## config.mk

```make
export PLATFORM = sky130hd
export DESIGN_NAME = quantum_scheduler
export DESIGN_NICKNAME = d
export VERILOG_FILES = /design/src/rtl/quantum_scheduler.sv
export SDC_FILE = /design/constraint.sdc
export NUM_CORES = 1
export LEC_CHECK = 0
export CAP_MARGIN = 20
export CORE_ASPECT_RATIO = 1.5
export CORE_MARGIN = 2
export CORE_UTILIZATION = 45
export DETAILED_ROUTE_END_ITERATION = 12
export PLACE_DENSITY_LB_ADDON = 0.15
export SLEW_MARGIN = 20
export SYNTH_ARGS = -nofsm -noshare
export SYNTH_HDL_FRONTEND = slang
export SYNTH_SLANG_ARGS = --single-unit
```

## constraint.sdc

```tcl
create_clock -name clock -period 9.6 [get_ports clock]
set_input_delay 1.44 -clock clock [delete_from_list [all_inputs] [get_ports clock]]
set_output_delay 1.44 -clock clock [all_outputs]
set_load 0.01 [all_outputs]
```

## src/rtl/quantum_scheduler.sv

```systemverilog
// quantum_scheduler
//   Preemption and context-switch unit for NPROC process slots. Tracks the
//   running process, a saved-PC table, a ready mask and a quantum counter.
//   Drives the PC jump target and shift-mode control whenever the OS is
//   entered (halt or quantum expiry) or a process is dispatched. Also offers
//   a round-robin suggestion for the next process to run.
//
// Optional feature: define QSCHED_PREEMPT_CNT_EN to get a saturating 16-bit
//   count of preemption events on preempt_cnt; otherwise preempt_cnt is 0.
//
// Ports
//   clock, reset          rising-edge clock, asynchronous active-high reset
//   cfg_op, cfg_data      1 quantum, 2 mp_en (bit0), 3 OS entry address
//   halt, delay           program finished / PC stall (counter holds)
//   exec_proc, exec_pid   OS dispatch request and target slot
//   pc                    current instruction address
//   rd_pid, saved_pc      combinational read port of the saved-PC table
//   cs_req, new_addr      preemption now / PC jump target
//   shift                 0 none, 1 enter OS, 2 enter process
//   cur_pid, ready        running/last process, per-slot ready mask
//   next_pid, next_valid  round-robin suggestion, some slot ready
//   in_proc               1 while a process runs
//   preempt_cnt           preemption event count (optional)
module quantum_scheduler #(
  parameter int ADDR_W      = 12,
  parameter int CNT_W       = 32,
  parameter int NPROC       = 4,
  parameter int PID_W       = 2,
  parameter int QUANTUM_RST = 500000
) (
  input  logic              clock,
  input  logic              reset,
  input  logic [1:0]        cfg_op,
  input  logic [CNT_W-1:0]  cfg_data,
  input  logic              halt,
  input  logic              delay,
  input  logic              exec_proc,
  input  logic [PID_W-1:0]  exec_pid,
  input  logic [ADDR_W-1:0] pc,
  input  logic [PID_W-1:0]  rd_pid,
  output logic              cs_req,
  output logic [ADDR_W-1:0] new_addr,
  output logic [1:0]        shift,
  output logic [ADDR_W-1:0] saved_pc,
  output logic [PID_W-1:0]  cur_pid,
  output logic [NPROC-1:0]  ready,
  output logic [PID_W-1:0]  next_pid,
  output logic              next_valid,
  output logic              in_proc,
  output logic [15:0]       preempt_cnt
);

  typedef enum logic {OS = 1'b0, PROC = 1'b1} stateT;

  stateT             state, stateNext;
  logic [CNT_W-1:0]  cnt;
  logic [CNT_W-1:0]  quantum;
  logic              mpEn;
  logic [ADDR_W-1:0] osAddr;
  logic [ADDR_W-1:0] pcTable [NPROC];
  logic [NPROC-1:0]  readyMask;
  logic [PID_W-1:0]  curPid;

  logic              haltEv;
  logic              preempt;
  logic              dispatch;
  logic [PID_W-1:0]  scanPid;
  logic [PID_W-1:0]  nextPidC;
  logic              found;

  // Halt has priority over an expired quantum: the process leaves for good
  // and the switch is not counted as a preemption.
  assign haltEv   = (state == PROC) && halt;
  assign preempt  = (state == PROC) && !halt && mpEn && (quantum != '0) && (cnt >= quantum);
  assign dispatch = (state == OS) && exec_proc;

  always_comb begin
    stateNext = state;
    shift     = 2'd0;
    new_addr  = pcTable[exec_pid];
    if (dispatch) begin
      stateNext = PROC;
      shift     = 2'd2;
    end else if (haltEv || preempt) begin
      stateNext = OS;
      shift     = 2'd1;
      new_addr  = mpEn ? osAddr : '0;
    end
  end

  // Round-robin scan starting just after the current process; the current
  // process itself is the last candidate (offset NPROC wraps to 0).
  always_comb begin
    nextPidC = '0;
    found    = 1'b0;
    scanPid  = '0;
    for (int k = 1; k <= NPROC; k++) begin
      scanPid = curPid + PID_W'(k);
      if (!found && readyMask[scanPid]) begin
        nextPidC = scanPid;
        found    = 1'b1;
      end
    end
  end

  always_ff @(posedge clock or posedge reset) begin
    if (reset) begin
      state     <= OS;
      cnt       <= '0;
      quantum   <= CNT_W'(QUANTUM_RST);
      mpEn      <= 1'b0;
      osAddr    <= '0;
      readyMask <= '0;
      curPid    <= '0;
      for (int i = 0; i < NPROC; i++) pcTable[i] <= '0;
    end else begin
      state <= stateNext;
      case (cfg_op)
        2'd1:    quantum <= cfg_data;
        2'd2:    mpEn    <= cfg_data[0];
        2'd3:    osAddr  <= cfg_data[ADDR_W-1:0];
        default: ;
      endcase
      if (dispatch) begin
        curPid              <= exec_pid;
        readyMask[exec_pid] <= 1'b1;
        cnt                 <= '0;
      end else if (haltEv) begin
        pcTable[curPid]   <= pc;
        readyMask[curPid] <= 1'b0;
        cnt               <= '0;
      end else if (preempt) begin
        pcTable[curPid] <= pc;
        cnt             <= '0;
      end else if (state == PROC && mpEn && !delay && cnt != '1) begin
        cnt <= cnt + 1'b1;
      end
    end
  end

`ifdef QSCHED_PREEMPT_CNT_EN
  logic [15:0] preemptCnt;
  always_ff @(posedge clock or posedge reset) begin
    if (reset) preemptCnt <= '0;
    else if (preempt && preemptCnt != 16'hFFFF) preemptCnt <= preemptCnt + 16'd1;
  end
  assign preempt_cnt = preemptCnt;
`else
  assign preempt_cnt = 16'd0;
`endif

  assign cs_req     = preempt;
  assign saved_pc   = pcTable[rd_pid];
  assign cur_pid    = curPid;
  assign ready      = readyMask;
  assign next_pid   = nextPidC;
  assign next_valid = |readyMask;
  assign in_proc    = (state == PROC);

endmodule

```

After elaboration in Yosys (flattened, before gate mapping)
Cells that the tools add are included.
{"block": "totals", "reg_bits": 132, "output_inout_bits": 53, "elab_cells": 110}
{"block": "op_classes", "addsub": 4, "magnitude_cmp": 12, "n_eq_ne": 4, "muxes": 43, "bitwise": 8, "reduce_logical": 28}
{"op": "two-way mux 32 bit", "n": 4}
{"op": "two-way mux 12 bit", "n": 8}
{"op": "two-way mux 48 bit", "n": 2}
{"op": "binary-select mux 12 bit (select 2 bit)", "n": 2}
{"op": "bitwise mux 48 bit", "n": 1}
{"op": "adder 32 x 1 -> 32 bit, second input constant", "n": 1}
{"op": "greater-or-equal comparator 32 bit", "n": 1}
{"op": "!= test 32 bit, second input constant", "n": 1}
{"op": "nonzero test 32 bit", "n": 1}
{"op": "demux 12 bit (select 2 bit)", "n": 1}
{"op": "logical AND 1 bit", "n": 15}
{"op": "< comparator 2 x 3 -> 1 bit, second input constant", "n": 5}
{"op": "two-way mux 1 bit", "n": 12}
{"op": "two-way mux 2 bit", "n": 5}
{"op": "greater-or-equal comparator 3 bit, second input constant", "n": 3}
{"op": "inverter 2 -> 3 bit", "n": 3}
{"op": "binary-select mux 1 bit (select 2 bit)", "n": 4}
{"op": "two-way mux 4 bit", "n": 2}
{"op": "nonzero test 2 bit", "n": 3}
{"op": "zero test 1 bit", "n": 5}
{"op": "adder 2 bit, second input constant", "n": 2}
{"op": "bitwise AND 4 bit", "n": 1}
{"op": "demux 1 bit (select 2 bit)", "n": 2}
{"op": "equality test 2 bit, second input constant", "n": 2}
{"op": "11 further kinds", "n": 13}

Logic depth before layout (Yosys ltp)
Gate-level depths: netlist (run 1).
{"block": "depth", "depth_word": 13, "depth_mapped": 9}

Least setup slack after synthesis (run 1)
OpenSTA, ideal clock, no wires.
{"block": "synth_timing", "path_type": "input port to output port", "startpoint": "in halt", "endpoint": "out new_addr[0]", "arrival_time_ps": 2950, "required_time_ps": 8160, "slack_ps": 5210, "cell_stages": 7, "cell_sequence": "and2_1 > clkbuf_1 > a2111oi_2 > nand2_2 > o21ai_4 > buf_6 > o2bb2ai_1"}
{"block": "synth_between", "elab_chain_len": 8, "elab_cells_between_ends": 9, "cone_classes": "mux: 2; reduce/logical: 7"}
{"item": "from (decl)", "line": "35", "source": "input logic halt,"}
{"item": "zero test 1 bit", "line": "74", "source": "assign preempt = (state == PROC) && !halt && mpEn && (quantum != '0) && (cnt >= quantum);"}
{"item": "logical AND 1 bit (4 in a row)", "line": "74"}
{"item": "logical OR 1 bit *", "line": "84", "source": "end else if (haltEv || preempt) begin"}
{"item": "two-way mux 12 bit *", "line": "84"}
{"item": "two-way mux 12 bit *", "line": "81", "source": "if (dispatch) begin"}
{"item": "to (decl)", "line": "42", "source": "output logic [ADDR_W-1:0] new_addr,"}
Mark *: on every way between the ends. The rest lies on a longest branch, timed or not.

Worst setup path after layout (run 1)
{"block": "layout_timing", "startpoint": "in halt", "endpoint": "out new_addr[9]"}
Same word-level chain as after synthesis.

==> results of run 1 <==
==> state kept, by name, indices dropped and copies added (netlist names) <==
name     flops
cnt         32
in_proc      1
pcTable     48
cur_pid      2
mpEn         1
osAddr      12
ready        4
quantum     32
==> path summary, 6_finish.rpt <==
path	start	to	cells past startpoint
max reg2reg	cnt[23]	pcTable[31]	8
max in group asynchronous	reset	pcTable[40]	3
min	pcTable[33]	pcTable[33]	1
max	halt	new_addr[9]	8
min reg2reg	pcTable[33]	pcTable[33]	1
min in group asynchronous	reset	quantum[12]	2
==> layout by cell type (no fill, tap or decap), drive strengths merged, types with 3 or more instances in the layout <==
master,count
a211oi,3
a21oi,22
and3,8
and4,6
buf,3
bufinv,6
clkbuf,19
clkdlybuf4s50,91
clkinvlp,4
conb,16
dfrtp,125
dfstp,7
ha,37
inv,44
mux2,46
mux4,24
nand2,86
nand2b,17
nand3,14
nand4,22
nor2,43
nor3,6
nor4,9
o211ai,4
o21ai,22
o2bb2ai,60
or3,7
xnor2,8
xor2,17
==> worst max-delay path, stage by stage <==
cell,delay [ns]
clkdlybuf4s50_1,0.49
and2_1,0.27
a2111oi_2,0.45
nand2_2,0.21
o21ai_4,0.65
buf_4,0.47
o2bb2ai_1,0.18
clkdlybuf4s50_1,0.56
==> synthesized netlist by cell type (3+ instances only) <==
cell / count
nor3_1: 5
xnor2_1: 8
o2bb2ai_1: 57
nor2_1: 43
clkbuf_1: 13
inv_1: 43
ha_1: 37
and4_1: 6
nand2_1: 85
buf_4: 21
dfrtp_1: 125
xor2_1: 17
mux4_2: 24
nand4_1: 22
o211ai_2: 4
and3_1: 8
nor4_1: 9
buf_1: 7
mux2_2: 46
or3_1: 7
nand2b_1: 17
a21oi_1: 22
nand3_1: 13
dfstp_2: 7
buf_6: 10
o21ai_0: 21
o2bb2ai_2: 3
==> per-layer routing <==
metal	global-route usage	wire length, um
met5	0	0
met4	0.08418	501
met3	0.04073	1030
met2	0.4384	11440
met1	0.2664	7866
==> area by class of cell <==
class	count	area, um2
Fill cell	1468	7521
Clock inverter	13	229.0
Sequential cell	132	3312
Timing Repair Buffer	94	937.1
Multi-Input combinational cell	507	3968
Clock buffer	19	442.9
Tap cell	210	262.8
Inverter	43	163.9
==> power breakdown <==
group          leakage (nW)  internal, mW  switching, mW
logic                  1.94         0.360          0.266
registers              1.67         0.691          0.126
clock network         0.316         0.494          0.254
total                  3.92          1.55          0.646
==> per-stage QoR <==
step           cells  setup slack [ns]  power, mW    util
3_5_place_dp     986             3.463      1.447  0.5132
3_3_place_gp     986             3.528      1.426  0.5132
6_report        1018             3.421      2.191  0.5533
4_1_cts         1018             3.439      2.203  0.5531
2_1_floorplan    734             4.646      1.177       -
5_1_grt         1018             3.175      2.286  0.5533
==> kinds of logic after synthesis <==
group                      after synthesis
buffers and inverters                   95
muxes                                   70
and+or+nand+nor                        228
adders and majority gates               38
AOI/OAI and AO/OA                      130
other                                    1
DFF                                    132
xor gates and xnor gates                25
==> flow_metrics.py, run 1 <==
metrics = {
    "outcome": {
        "status": "finished clean",
    },
    "pwr": {
        "p_leak_nw": 3.924,
        "power.density_mw_per_mm2": 235.2,
        "ir_drop_mv": 0.1342,
    },
    "critical_path": {
        "worstSetupPathType": "in -> out",
        "end_kind": "primary output",
        "reg2reg_slack_ns": 6.18,
        "worst_setup_path_start_kind": "primary input",
        "worstPathRequired_ns": 8.16,
        "critPathMaxFanout": 37,
        "arrival_ns": 4.74,
    },
    "sta": {
        "timing.hold.ws_ns": 0.5060,
        "finalSetupViolCount": 0,
        "fmax_ghz": 0.1618,
        "worst_pin_slew_ns": 1.056,
        "tns_ns": 0,
        "hold_viol": 0,
        "fin_worst_skew_ns": 0.009527,
        "period_share": 0.6436,
        "rsz0062_at_grt": "false",
        "slew_headroom": 0.2946,
        "min_period_ns": 6.179,
        "final_max_slew_viol_count": 0,
    },
    "die": {
        "io_pins": 108,
        "die-height_um": 164.6,
        "coreArea_mm2": 0.01684,
        "rows": 58,
        "die_area_mm2": 0.01827,
        "die_w_um": 111.0,
        "initial_core_util": 0.4594,
    },
    "yosys": {
        "ys_ff_latch": 132,
        "synth_xor_area_frac": 0.02831,
        "synth_top_cell_by_area": "dfrtp_1",
        "synthFlopType": "dfrtp_1",
        "yosys.area_share.simple": 0.1456,
        "yosys.area_share.adder": 0.06115,
        "syn_avg_cell_area_um2": 10.76,
        "synth_compound_area_frac": 0.1333,
        "ys_seq_area_frac": 0.4282,
        "synth_warnings": 0,
        "synth_edf_count": 0,
        "netlist_area_mm2": 0.007735,
        "synthArstFlopShare": 1.000,
        "synthCells": 719,
        "synthTopCellsByArea": "dfrtp_1 (40%), mux4_2 (7.0%), mux2_2 (6.7%), o2bb2ai_1 (6.5%), ha_1 (6.0%)",
        "muxShareOfSynthArea": 0.1368,
        "ys_types": 59,
        "synth_top_family_by_area": "simple AND/OR/NAND/NOR gates",
        "yosysTopAreaCellShare": 0.4044,
    },
    "finish": {
        "syn_to_final_growth_pct": 20.43,
        "layout-drive-gt1-share": 0.1584,
        "finalInstanceArea_mm2": 0.009315,
        "final_nets": 887,
        "insertedDiodeCount": 0,
    },
    "detailed_routing": {
        "wl_per_cell_um": 20.47,
        "viasPerCell": 5.853,
        "vias": 5958,
        "detail_route.first_pass.iterations": 5,
        "drt_iter0_drc": 293,
        "wirelength_um": 20840,
        "ant_nets": 0,
        "drc": 0,
    },
    "place": {
        "dp_hpwl_um": 15300,
        "placed_area_mm2": 0.008640,
        "numPortBuffers": 91,
        "place.gp.congestion": 0.8669,
    },
    "cts": {
        "clk_pin_slew_ns": 0.06,
        "clk_path_buf_depth": 2,
        "cts.sink_count": 132,
        "clkLatencyLatePin_ns": 0.42,
        "clock-root-buffer": "clkbuf_16",
        "cts_buffers": 17,
        "postCtsSetupBuffers": 0,
        "ctsHoldBuffers": 0,
        "cts_tree": "done",
        "cts_max_level": 4,
        "cts_resized": 0,
    },
    "global_routing": {
        "gr-usage-all-layers": 0.2332,
        "grt_max_degree": 79,
        "grt_pass1_vias": 6191,
        "globalRoute.totalOverflow": 0,
        "grt_pass1_wl_um": 33220,
        "antenna_found_initial": 0,
    },
    "job": {
        "maxCapViolations": 0,
    },
    "hold_path": {
        "hp-class": "reg -> reg",
    },
}
(Power assumes the default switching activity.)
==> run 2: changes to the inputs <==
==> constraint.sdc (replaced) <==
create_clock -name clock -period 5.8 [get_ports clock]
set_input_delay 0.87 -clock clock [delete_from_list [all_inputs] [get_ports clock]]
set_output_delay 0.87 -clock clock [all_outputs]
set_load 0.01 [all_outputs]
==> flow_metrics.py, run 2 (synthesis gave the netlist of run 1 again) <==
metrics = {
    "detailed_routing": {
        "wl_met3_um": 1075,
        "detail_route.first_pass.iterations": 5,
        "routedLengthMet1_um": 8093,
        "ant_nets": 0,
        "top_layer": "met4",
        "wl_per_cell_um": 20.82,
        "drt_iter0_drc": 368,
        "viasPerCell": 5.891,
        "wl_met2_um": 11690,
        "vias": 6027,
        "wirelength_um": 21300,
        "drc": 0,
    },
    "critical_path": {
        "arrival_ns": 4.04,
        "reg2reg_slack_ns": 2.64,
        "rr_startpoint": "cnt[23]",
        "cpMaxStageDelayCell": "a211oi_2",
        "critPathMaxFanout": 12,
        "worstSetupPathType": "reg -> out",
        "end_kind": "primary output",
        "crit_path_cell_trace": "ha_1, a21oi_1, nor2_1, o311ai_0, nand4bb_1, a211oi_2, o2bb2ai_1, clkdlybuf4s50_1",
        "cp-startpoint": "cnt[23]",
        "worstPathRequired_ns": 4.93,
        "worst_setup_path_start_kind": "register",
        "cpPeakStageDelay_ns": 0.95,
    },
    "sta": {
        "fmax_ghz": 0.2038,
        "worst_pin_slew_ns": 1.085,
        "tns_ns": 0,
        "timing.hold.ws_ns": 0.5068,
        "period_share": 0.8458,
        "fin_worst_skew_ns": 0.01082,
        "final_max_slew_viol_count": 0,
        "min_period_ns": 4.906,
        "slew_headroom": 0.2755,
        "finalSetupViolCount": 0,
        "hold_viol": 0,
        "rsz0062_at_grt": "false",
    },
    "global_routing": {
        "globalRoute.totalOverflow": 0,
        "gr-usage-all-layers": 0.2385,
        "grt_max_degree": 88,
        "grt_pass1_vias": 6166,
        "antenna_found_initial": 0,
        "grt_pass1_wl_um": 33650,
    },
    "hold_path": {
        "hp-class": "reg -> reg",
        "hp-start": "osAddr[6]",
    },
    "die": {
        "initial_core_util": 0.4594,
        "coreArea_mm2": 0.01684,
        "die_area_mm2": 0.01827,
        "die_w_um": 111.0,
        "io_pins": 108,
        "die-height_um": 164.6,
        "rows": 58,
    },
    "cts": {
        "cts_max_level": 4,
        "cts_tree": "done",
        "clk_path_buf_depth": 2,
        "ctsHoldBuffers": 0,
        "clkLatencyLatePin_ns": 0.44,
        "cts.sink_count": 132,
        "clock-root-buffer": "clkbuf_16",
        "cts_resized": 0,
        "cts_buffers": 17,
        "clk_pin_slew_ns": 0.06,
        "postCtsSetupBuffers": 0,
    },
    "finish": {
        "num-fill-cells": 1507,
        "insertedDiodeCount": 0,
        "top_register": "pcTable",
        "layout-drive-gt1-share": 0.1648,
        "final_nets": 892,
        "syn_to_final_growth_pct": 20.22,
        "final_common_cell": "dfrtp_1",
        "final_cell_mix": "dfrtp_1 (125), clkdlybuf4s50_1 (91), nand2_1 (85)",
        "largest_register_ffs": 48,
        "top_regs": "pcTable: 48 flops, cnt: 32 flops, quantum: 32 flops",
    },
    "pwr": {
        "p_int_mw": 2.452,
        "sw_frac_of_total": 0.3044,
        "switchingPower_mw": 1.073,
        "ir_drop_mv": 0.2338,
        "p_clk_frac": 0.321,
        "p_leak_nw": 3.926,
        "sequentialPowerShare": 0.383,
        "combPwrFrac": 0.295,
        "power.density_mw_per_mm2": 379.1,
    },
    "place": {
        "place.gp.congestion": 0.8310,
        "numPortBuffers": 91,
        "dp_hpwl_um": 15510,
    },
    "outcome": {
        "status": "finished clean",
    },
    "job": {
        "maxCapViolations": 0,
    },
}
## run 2: changes by cell type in the layout (fill, tap and decap cells not counted)
cell and change:
buf_4 +6, inv_6 +1, bufinv_16 -3, clkinv_4 +1, clkinv_2 +1, clkbuf_1 -1
inv_4 -1, buf_6 -1, clkbuf_8 +2
## run 2: path summary, 6_finish.rpt
check                               to  depth (start not counted)
setup / recovery           new_addr[3]                          8
hold / removal               osAddr[6]                          1
setup reg to reg           pcTable[29]                          8
hold reg to reg              osAddr[6]                          1
max in group asynchronous  pcTable[36]                          3
min in group asynchronous   quantum[7]                          2
## run 2: power by group through the flow
stage	combinational, mW	sequential, mW	clock, mW
final	1.04	1.35	1.13
after global routing	1.12	1.38	1.19
after CTS	1.05	1.35	1.15
after detailed placement	1.05	1.36	0
after global placement	1.03	1.34	0
after floorplan	0.660	1.29	0
## run 2: layout make-up
cell class	count	area [um2]	share of cell area
tap	210	262.8	0.02826
clock buffer	20	466.7	0.05019
sequential	132	3312	0.3562
timing repair buffer	99	970.9	0.1044
clock inverter	12	152.6	0.01642
inverter	43	166.4	0.01790
multi-input combinational	507	3968	0.4267
## run 2: layer usage
metal / vias to the layer above / GRT usage
met2: 179 / 0.4367
met5: - / 0
met4: 0 / 0.08642
met3: 28 / 0.05028
met1: 3075 / 0.2765
li1: 2745 / -
## run 2: per-stage QoR
step	area (um2)	setup slack, ns	cells	util	power [mW]
6_report	9299	0.8942	1023	0.5523	3.525
5_1_grt	9299	0.5921	1023	0.5523	3.688
4_1_cts	9296	0.8562	1023	0.5522	3.551
3_5_place_dp	8677	1.213	991	0.5154	2.403
3_3_place_gp	8677	1.262	991	0.5154	2.362
2_1_floorplan	7791	1.416	734	-	1.948
## run 2: worst max-delay path: cells and delay by family, from the launching register on
kind	cells	cell delay (ns)
flip-flops	1	0.44
buffers and inverters	1	0.53
AO/OA/AOI/OAI	4	1.99
adder cells (fa/ha/maj)	1	0.35
AND/OR/NAND/NOR	2	0.31
==> run 3: changes to the inputs <==
==> constraint.sdc (replaced) <==
create_clock -name clock -period 4.2 [get_ports clock]
set_input_delay 0.63 -clock clock [delete_from_list [all_inputs] [get_ports clock]]
set_output_delay 0.63 -clock clock [all_outputs]
set_load 0.01 [all_outputs]
==> flow_metrics.py, run 3 (synthesis gave the netlist of run 1 again) <==
metrics = {
    "finish": {
        "syn_to_final_growth_pct": 23.03,
        "final_cell_mix": "dfrtp_1 (125), clkdlybuf4s50_1 (91), nand2_1 (85)",
        "top_regs": "pcTable: 48 flops, cnt: 32 flops, quantum: 32 flops",
        "final_common_cell": "dfrtp_1",
        "top_register": "pcTable",
        "num-fill-cells": 1487,
        "insertedDiodeCount": 0,
        "layout.area.seq_mm2": 0.003312,
        "multiInputGateArea_mm2": 0.003990,
        "layout-drive-gt1-share": 0.1785,
        "largest_register_ffs": 48,
        "final_nets": 908,
    },
    "place": {
        "place.gp.congestion": 0.9015,
        "numPortBuffers": 91,
        "dp_hpwl_um": 15360,
        "dp_slack_ns": 0.3359,
    },
    "sta": {
        "final_max_slew_viol_count": 0,
        "slew_headroom": 0.4292,
        "worst_pin_slew_ns": 0.8537,
        "finalSetupViolCount": 0,
        "period_share": 0.9694,
        "layout_setup_ws_ns": 0.1287,
        "hold_viol": 0,
        "fin_worst_skew_ns": 0.009865,
        "fmax_ghz": 0.2456,
        "min_period_ns": 4.071,
    },
    "detailed_routing": {
        "detail_route.first_pass.iterations": 5,
        "drt_iter0_drc": 349,
        "wl_per_cell_um": 20.66,
        "drc": 0,
        "viasPerCell": 5.834,
        "ant_nets": 0,
        "vias": 6062,
        "wirelength_um": 21470,
    },
    "pwr": {
        "ir_drop_mv": 0.3064,
        "power.density_mw_per_mm2": 522.7,
        "finalPower_mw": 4.974,
        "p_leak_nw": 4.042,
    },
    "hold_path": {
        "hp-class": "reg -> reg",
        "hold_path_depth": 1,
    },
    "die": {
        "die_w_um": 111.0,
        "die-height_um": 164.6,
        "die_area_mm2": 0.01827,
        "initial_core_util": 0.4594,
        "coreArea_mm2": 0.01684,
        "io_pins": 108,
        "rows": 58,
    },
    "job": {
        "maxCapViolations": 0,
    },
    "outcome": {
        "status": "finished clean",
    },
    "cts": {
        "ctsHoldBuffers": 0,
        "cts_max_level": 4,
        "clk_pin_slew_ns": 0.06,
        "clkLatencyLatePin_ns": 0.43,
        "cts_buffers": 17,
        "cts.sink_count": 132,
        "clock-root-buffer": "clkbuf_16",
        "cts_tree": "done",
        "clk_path_buf_depth": 2,
    },
    "critical_path": {
        "arrival_ns": 3.44,
        "worstPathRequired_ns": 3.57,
        "critPathMaxFanout": 12,
        "end_kind": "primary output",
        "worstSetupPathType": "reg -> out",
        "worst_setup_path_start_kind": "register",
        "r2r_cells": 8,
    },
    "global_routing": {
        "antenna_found_initial": 0,
        "grt_pass1_wl_um": 33890,
        "gr-usage-all-layers": 0.2386,
        "globalRoute.totalOverflow": 0,
        "grt_max_degree": 113,
        "grt_pass1_vias": 6280,
    },
}
-- run 3: cell count changes in the layout (fill, tap and decap cells not counted), sizes merged --
cell,previous run,this run
bufinv,3,5
clkbuf,20,21
buf,8,23
clkinvlp,4,2
-- run 3: power by group --
part | total [mW] | internal (mW) | switching [mW]
registers | 1.87 | 1.58 | 0.290
clock network | 1.64 | 1.06 | 0.579
logic | 1.47 | 0.848 | 0.622
-- run 3: timing repair --
item	CTS	global route
gates resized for setup	1	2
setup buffers	0	4
gates cloned	0	1
setup endpoints to repair	12	12
pin swaps	0	5
-- run 3: final cells by class --
| cell class | count | area share |
|---|---|---|
| Timing Repair Buffer | 115 | 0.1204 |
| Clock buffer | 20 | 0.04588 |
| Multi-Input combinational cell | 507 | 0.4193 |
| Inverter | 43 | 0.01722 |
| Clock inverter | 12 | 0.02156 |
| Tap cell | 210 | 0.02761 |
| Sequential cell | 132 | 0.3480 |
-- run 3: critical path, cell delays in order, from the launching register on --
cell and delay (ns):
dfstp_2 0.54, inv_1 0.04, ha_1 0.30, nand4_1 0.14, nor3_2 0.23, or4b_4 0.54
a31oi_4 0.25, a211oi_4 0.07, buf_12 0.16, o2bb2ai_1 0.16, clkdlybuf4s50_1 0.57
-- run 3: path summary, 6_finish.rpt --
kind                              from           to  slack (ns)
max                        quantum[15]  new_addr[9]        0.13
min reg2reg                pcTable[41]  pcTable[41]        0.51
max reg2reg                quantum[15]      cnt[25]        1.20
max in group asynchronous        reset      cnt[22]        2.73
min                        pcTable[41]  pcTable[41]        0.51
min in group asynchronous        reset    osAddr[7]        0.53
-- run 3: through the flow --
stage / cell area, um2 / utilization / hold WS, ns / std cells / TNS, ns
after floorplan: 7791 / - / 0.4671 / 734 / 0
final: 9517 / 0.5653 / 0.5115 / 1039 / 0
after detailed placement: 8785 / 0.5218 / 0.4929 / 1002 / 0
after global routing: 9517 / 0.5653 / 0.5289 / 1039 / -0.01203
after CTS: 9434 / 0.5603 / 0.5113 / 1034 / 0
after global placement: 8785 / 0.5218 / 0.4832 / 1002 / 0
-- run 3: metal layers --
layer  vias up  global-route usage  wire length [um]
met4         0             0.08305               445
met5         -                   0                 0
met3        31             0.04587               845
li1       2764                   -                 -
met1      3084              0.2831              8544
met2       183              0.4345             11630
==> variant: new RTL, flow settings as in run 2 <==
The option `QSCHED_PREEMPT_CNT_EN` is turned on by a define.
--- a/src/rtl/quantum_scheduler.sv
+++ b/src/rtl/quantum_scheduler.sv
@@ -21,6 +21,8 @@
 //   next_pid, next_valid  round-robin suggestion, some slot ready
 //   in_proc               1 while a process runs
 //   preempt_cnt           preemption event count (optional)
+`define QSCHED_PREEMPT_CNT_EN
+
 module quantum_scheduler #(
   parameter int ADDR_W      = 12,
   parameter int CNT_W       = 32,
Function: changed (a bounded check fails within 4 cycles, from zero or initial values and one cycle with reset high).
==> variant against run 2 <==
  * Design area is 8.6% higher
  * Area after synthesis rose by 6.2%
  * Hold slack got worse by 16 ps
  * First-iteration DRC count fell by 34%
  * Power grew 2.5%
  * Final cell count rose by 2.9%
  * Routed wire length decreased by 5.0%
  * Setup slack improved by 240 ps
  * Sequential share of layout area grew 1.1 points
  * Highest routed layer unchanged
  * Sequential cell count is 16 higher
  * Largest power group unchanged
  * Count of clock-buffer cells in the layout decreased by 3
==> variant: results (changes against run 2) <==
- Status: completed
- Clk buf depth: 2 (unchanged)
- Inserted Diodes: 0 (unchanged)
- Clock root cell: clkbuf_16
- Resized cells post-CTS: 0 (unchanged)
- Max VDD drop: 301 uV (+29%)
- Largest registers: pcTable: 48 flops, cnt: 32 flops, quantum: 32 flops
- Fill count: 1515 (+0.53%)
- Port Buffers: 107 (+18%)
- WHS Endpoint: preempt_cnt[6]
- FF-to-FF Start: quantum[18]
- Routability Congestion: 0.821 (-1.3%)
- Initial drt markers: 243 (-34%)
- Lkg Pwr: 4.24 nW (+8.0%)
- Cell Area, Placed: 9510 sq um (+9.5%)
- Hold depth: 1 (unchanged)
- Worst-skew pair later-pin latency: 430 ps
- Cells after DPL: 1021 (+3.0%)
- Critical path arrival: 3800 ps (-240 ps)
- Worst-path fanout max: 20 (+8)
- Netlist cell types: 54 (-8.5%)
- Synth top area share: 42.9% (+2.5 points)
- R2R cell count: 9 (+1)
- Synth top cells by count: dfrtp_1 (141), mux2_2 (95), nand2_1 (46)
- Ys async rst share: 100% (unchanged)
- Crit Reg-Reg Endpoint: cnt[12]
- Flop2flop setup slack: 2680 ps (+40 ps)
- TritonRoute pass-1 iters: 4 (-1)
- Initial antenna violation count: 0 (unchanged)
- Vias in the first global route: 6351 (+3.0%)
- Total Routed Length: 20200 um (-5.0%)
- First-pass GRT wire length: 33000 um (-2.0%)
- Hold Crit Class: reg -> reg
- GRT Total Usage: 22.0% (-1.9 points)
- Synth Area per Inst: 11.3 sq um (+5.3%)
- Sequential area share after synthesis: 45.2% (+2.4 points)
- Dpl ws: 1470 ps (+254 ps)
- Hold slack: 491 ps (-16.1 ps)
- Power Dens Cells: 358 nW/um^2 (-5.6%)
- DR vias: 6132 (+1.7%)
- Largest net degree at the start of global routing: 112 (+27%)
- Hold Path Origin: preempt_cnt[6]
- Drt wl/cell: 19.2 um (-7.7%)
- Setup Skew: 8.62 ps (-2.20 ps)
- Worst-path clk slew: 70 ps
- Ratio of cells with drive above 1 in the final layout: 21.8% (+5.3 points)
- HPWL reported at the end of detailed placement: 14500 um (-6.3%)
- H-tree depth: 4 (unchanged)
- # nets final: 916 (+2.7%)
- Setup TNS: 0 ps (unchanged)
- Slew margin rel.: 32.3% (+4.7 points)
- CTS buffer count: 17 (unchanged)
- Internal: 2.52 mW (+2.6%)
- Post-CTS setup buffer count: 0 (unchanged)
- Area contributors post-synth: dfrtp_1 (43%), mux2_2 (13%), mux4_2 (6.6%), ha_1 (5.8%), xnor2_1 (3.7%)
variant: cell types whose count changed after synthesis, sizes merged, moves of 9 or more:
| cell | run 2 | this run |
|---|---|---|
| o21ai | 22 | 31 |
| nor4 | 9 | 21 |
| nand2 | 86 | 46 |
| o2111ai | 1 | 10 |
| mux2 | 46 | 95 |
| nand2b | 17 | 6 |
| clkbuf | 13 | 22 |
| o2bb2ai | 60 | 0 |
| nand4 | 22 | 42 |
| xnor2 | 8 | 35 |
| dfrtp | 125 | 141 |
| a21oi | 22 | 13 |
| buf | 39 | 17 |
variant: logic make-up after synthesis:
logic type	after synthesis	share of synthesized area, %
xor+xnor	45	4.80
buf+inv	82	4.07
flops	148	45.2
fa+ha+maj	39	5.91
compound gates	80	6.44
simple gates	212	14.0
mux	119	19.6
variant: layout make-up:
cell class	instances	area, sq um	share of cell area (%)
clock inverters	15	165	1.64
clock buffers	17	425	4.21
multi-input cells	495	4200	41.6
well taps	217	272	2.69
flip-flops and latches	148	3710	36.8
inverters	43	169	1.67
repair buffers	118	1150	11.4
variant: per-layer routing:
metal | wire (um) | GRT usage, %
met4 | 446 | 7.26
met3 | 1020 | 6.11
met2 | 11000 | 40.1
met1 | 7790 | 24.4
met5 | 0 | 0
variant: power by group through the flow:
stage	clock, mW	combinational, mW	sequential, mW
CTS	1.13	1.04	1.47
finish	1.11	1.03	1.48
global placement	0	1.02	1.47
detailed placement	0	1.03	1.49
global route	1.18	1.12	1.51
floorplan	0	0.643	1.42
variant: worst max-delay path by stage:
stage / from / endpoint / slack (ps) / depth (start not counted)
global route: quantum[17] / new_addr[1] / 830 / 11
CTS: quantum[17] / new_addr[11] / 1140 / 11
finish: quantum[18] / new_addr[11] / 1130 / 11
global placement: halt / new_addr[4] / 1550 / 10
floorplan: reset / cnt[0] / 960 / 1
detailed placement: halt / new_addr[11] / 1470 / 10
variant: critical path: stages (launching register included):
cell	delay, ps
dfstp_2	550
inv_1	40
ha_1	280
nand4_1	140
nor4_1	570
o211ai_1	250
o32ai_2	170
buf_4	290
nor3_1	70
buf_4	200
o21ai_0	220
clkdlybuf4s50_1	580
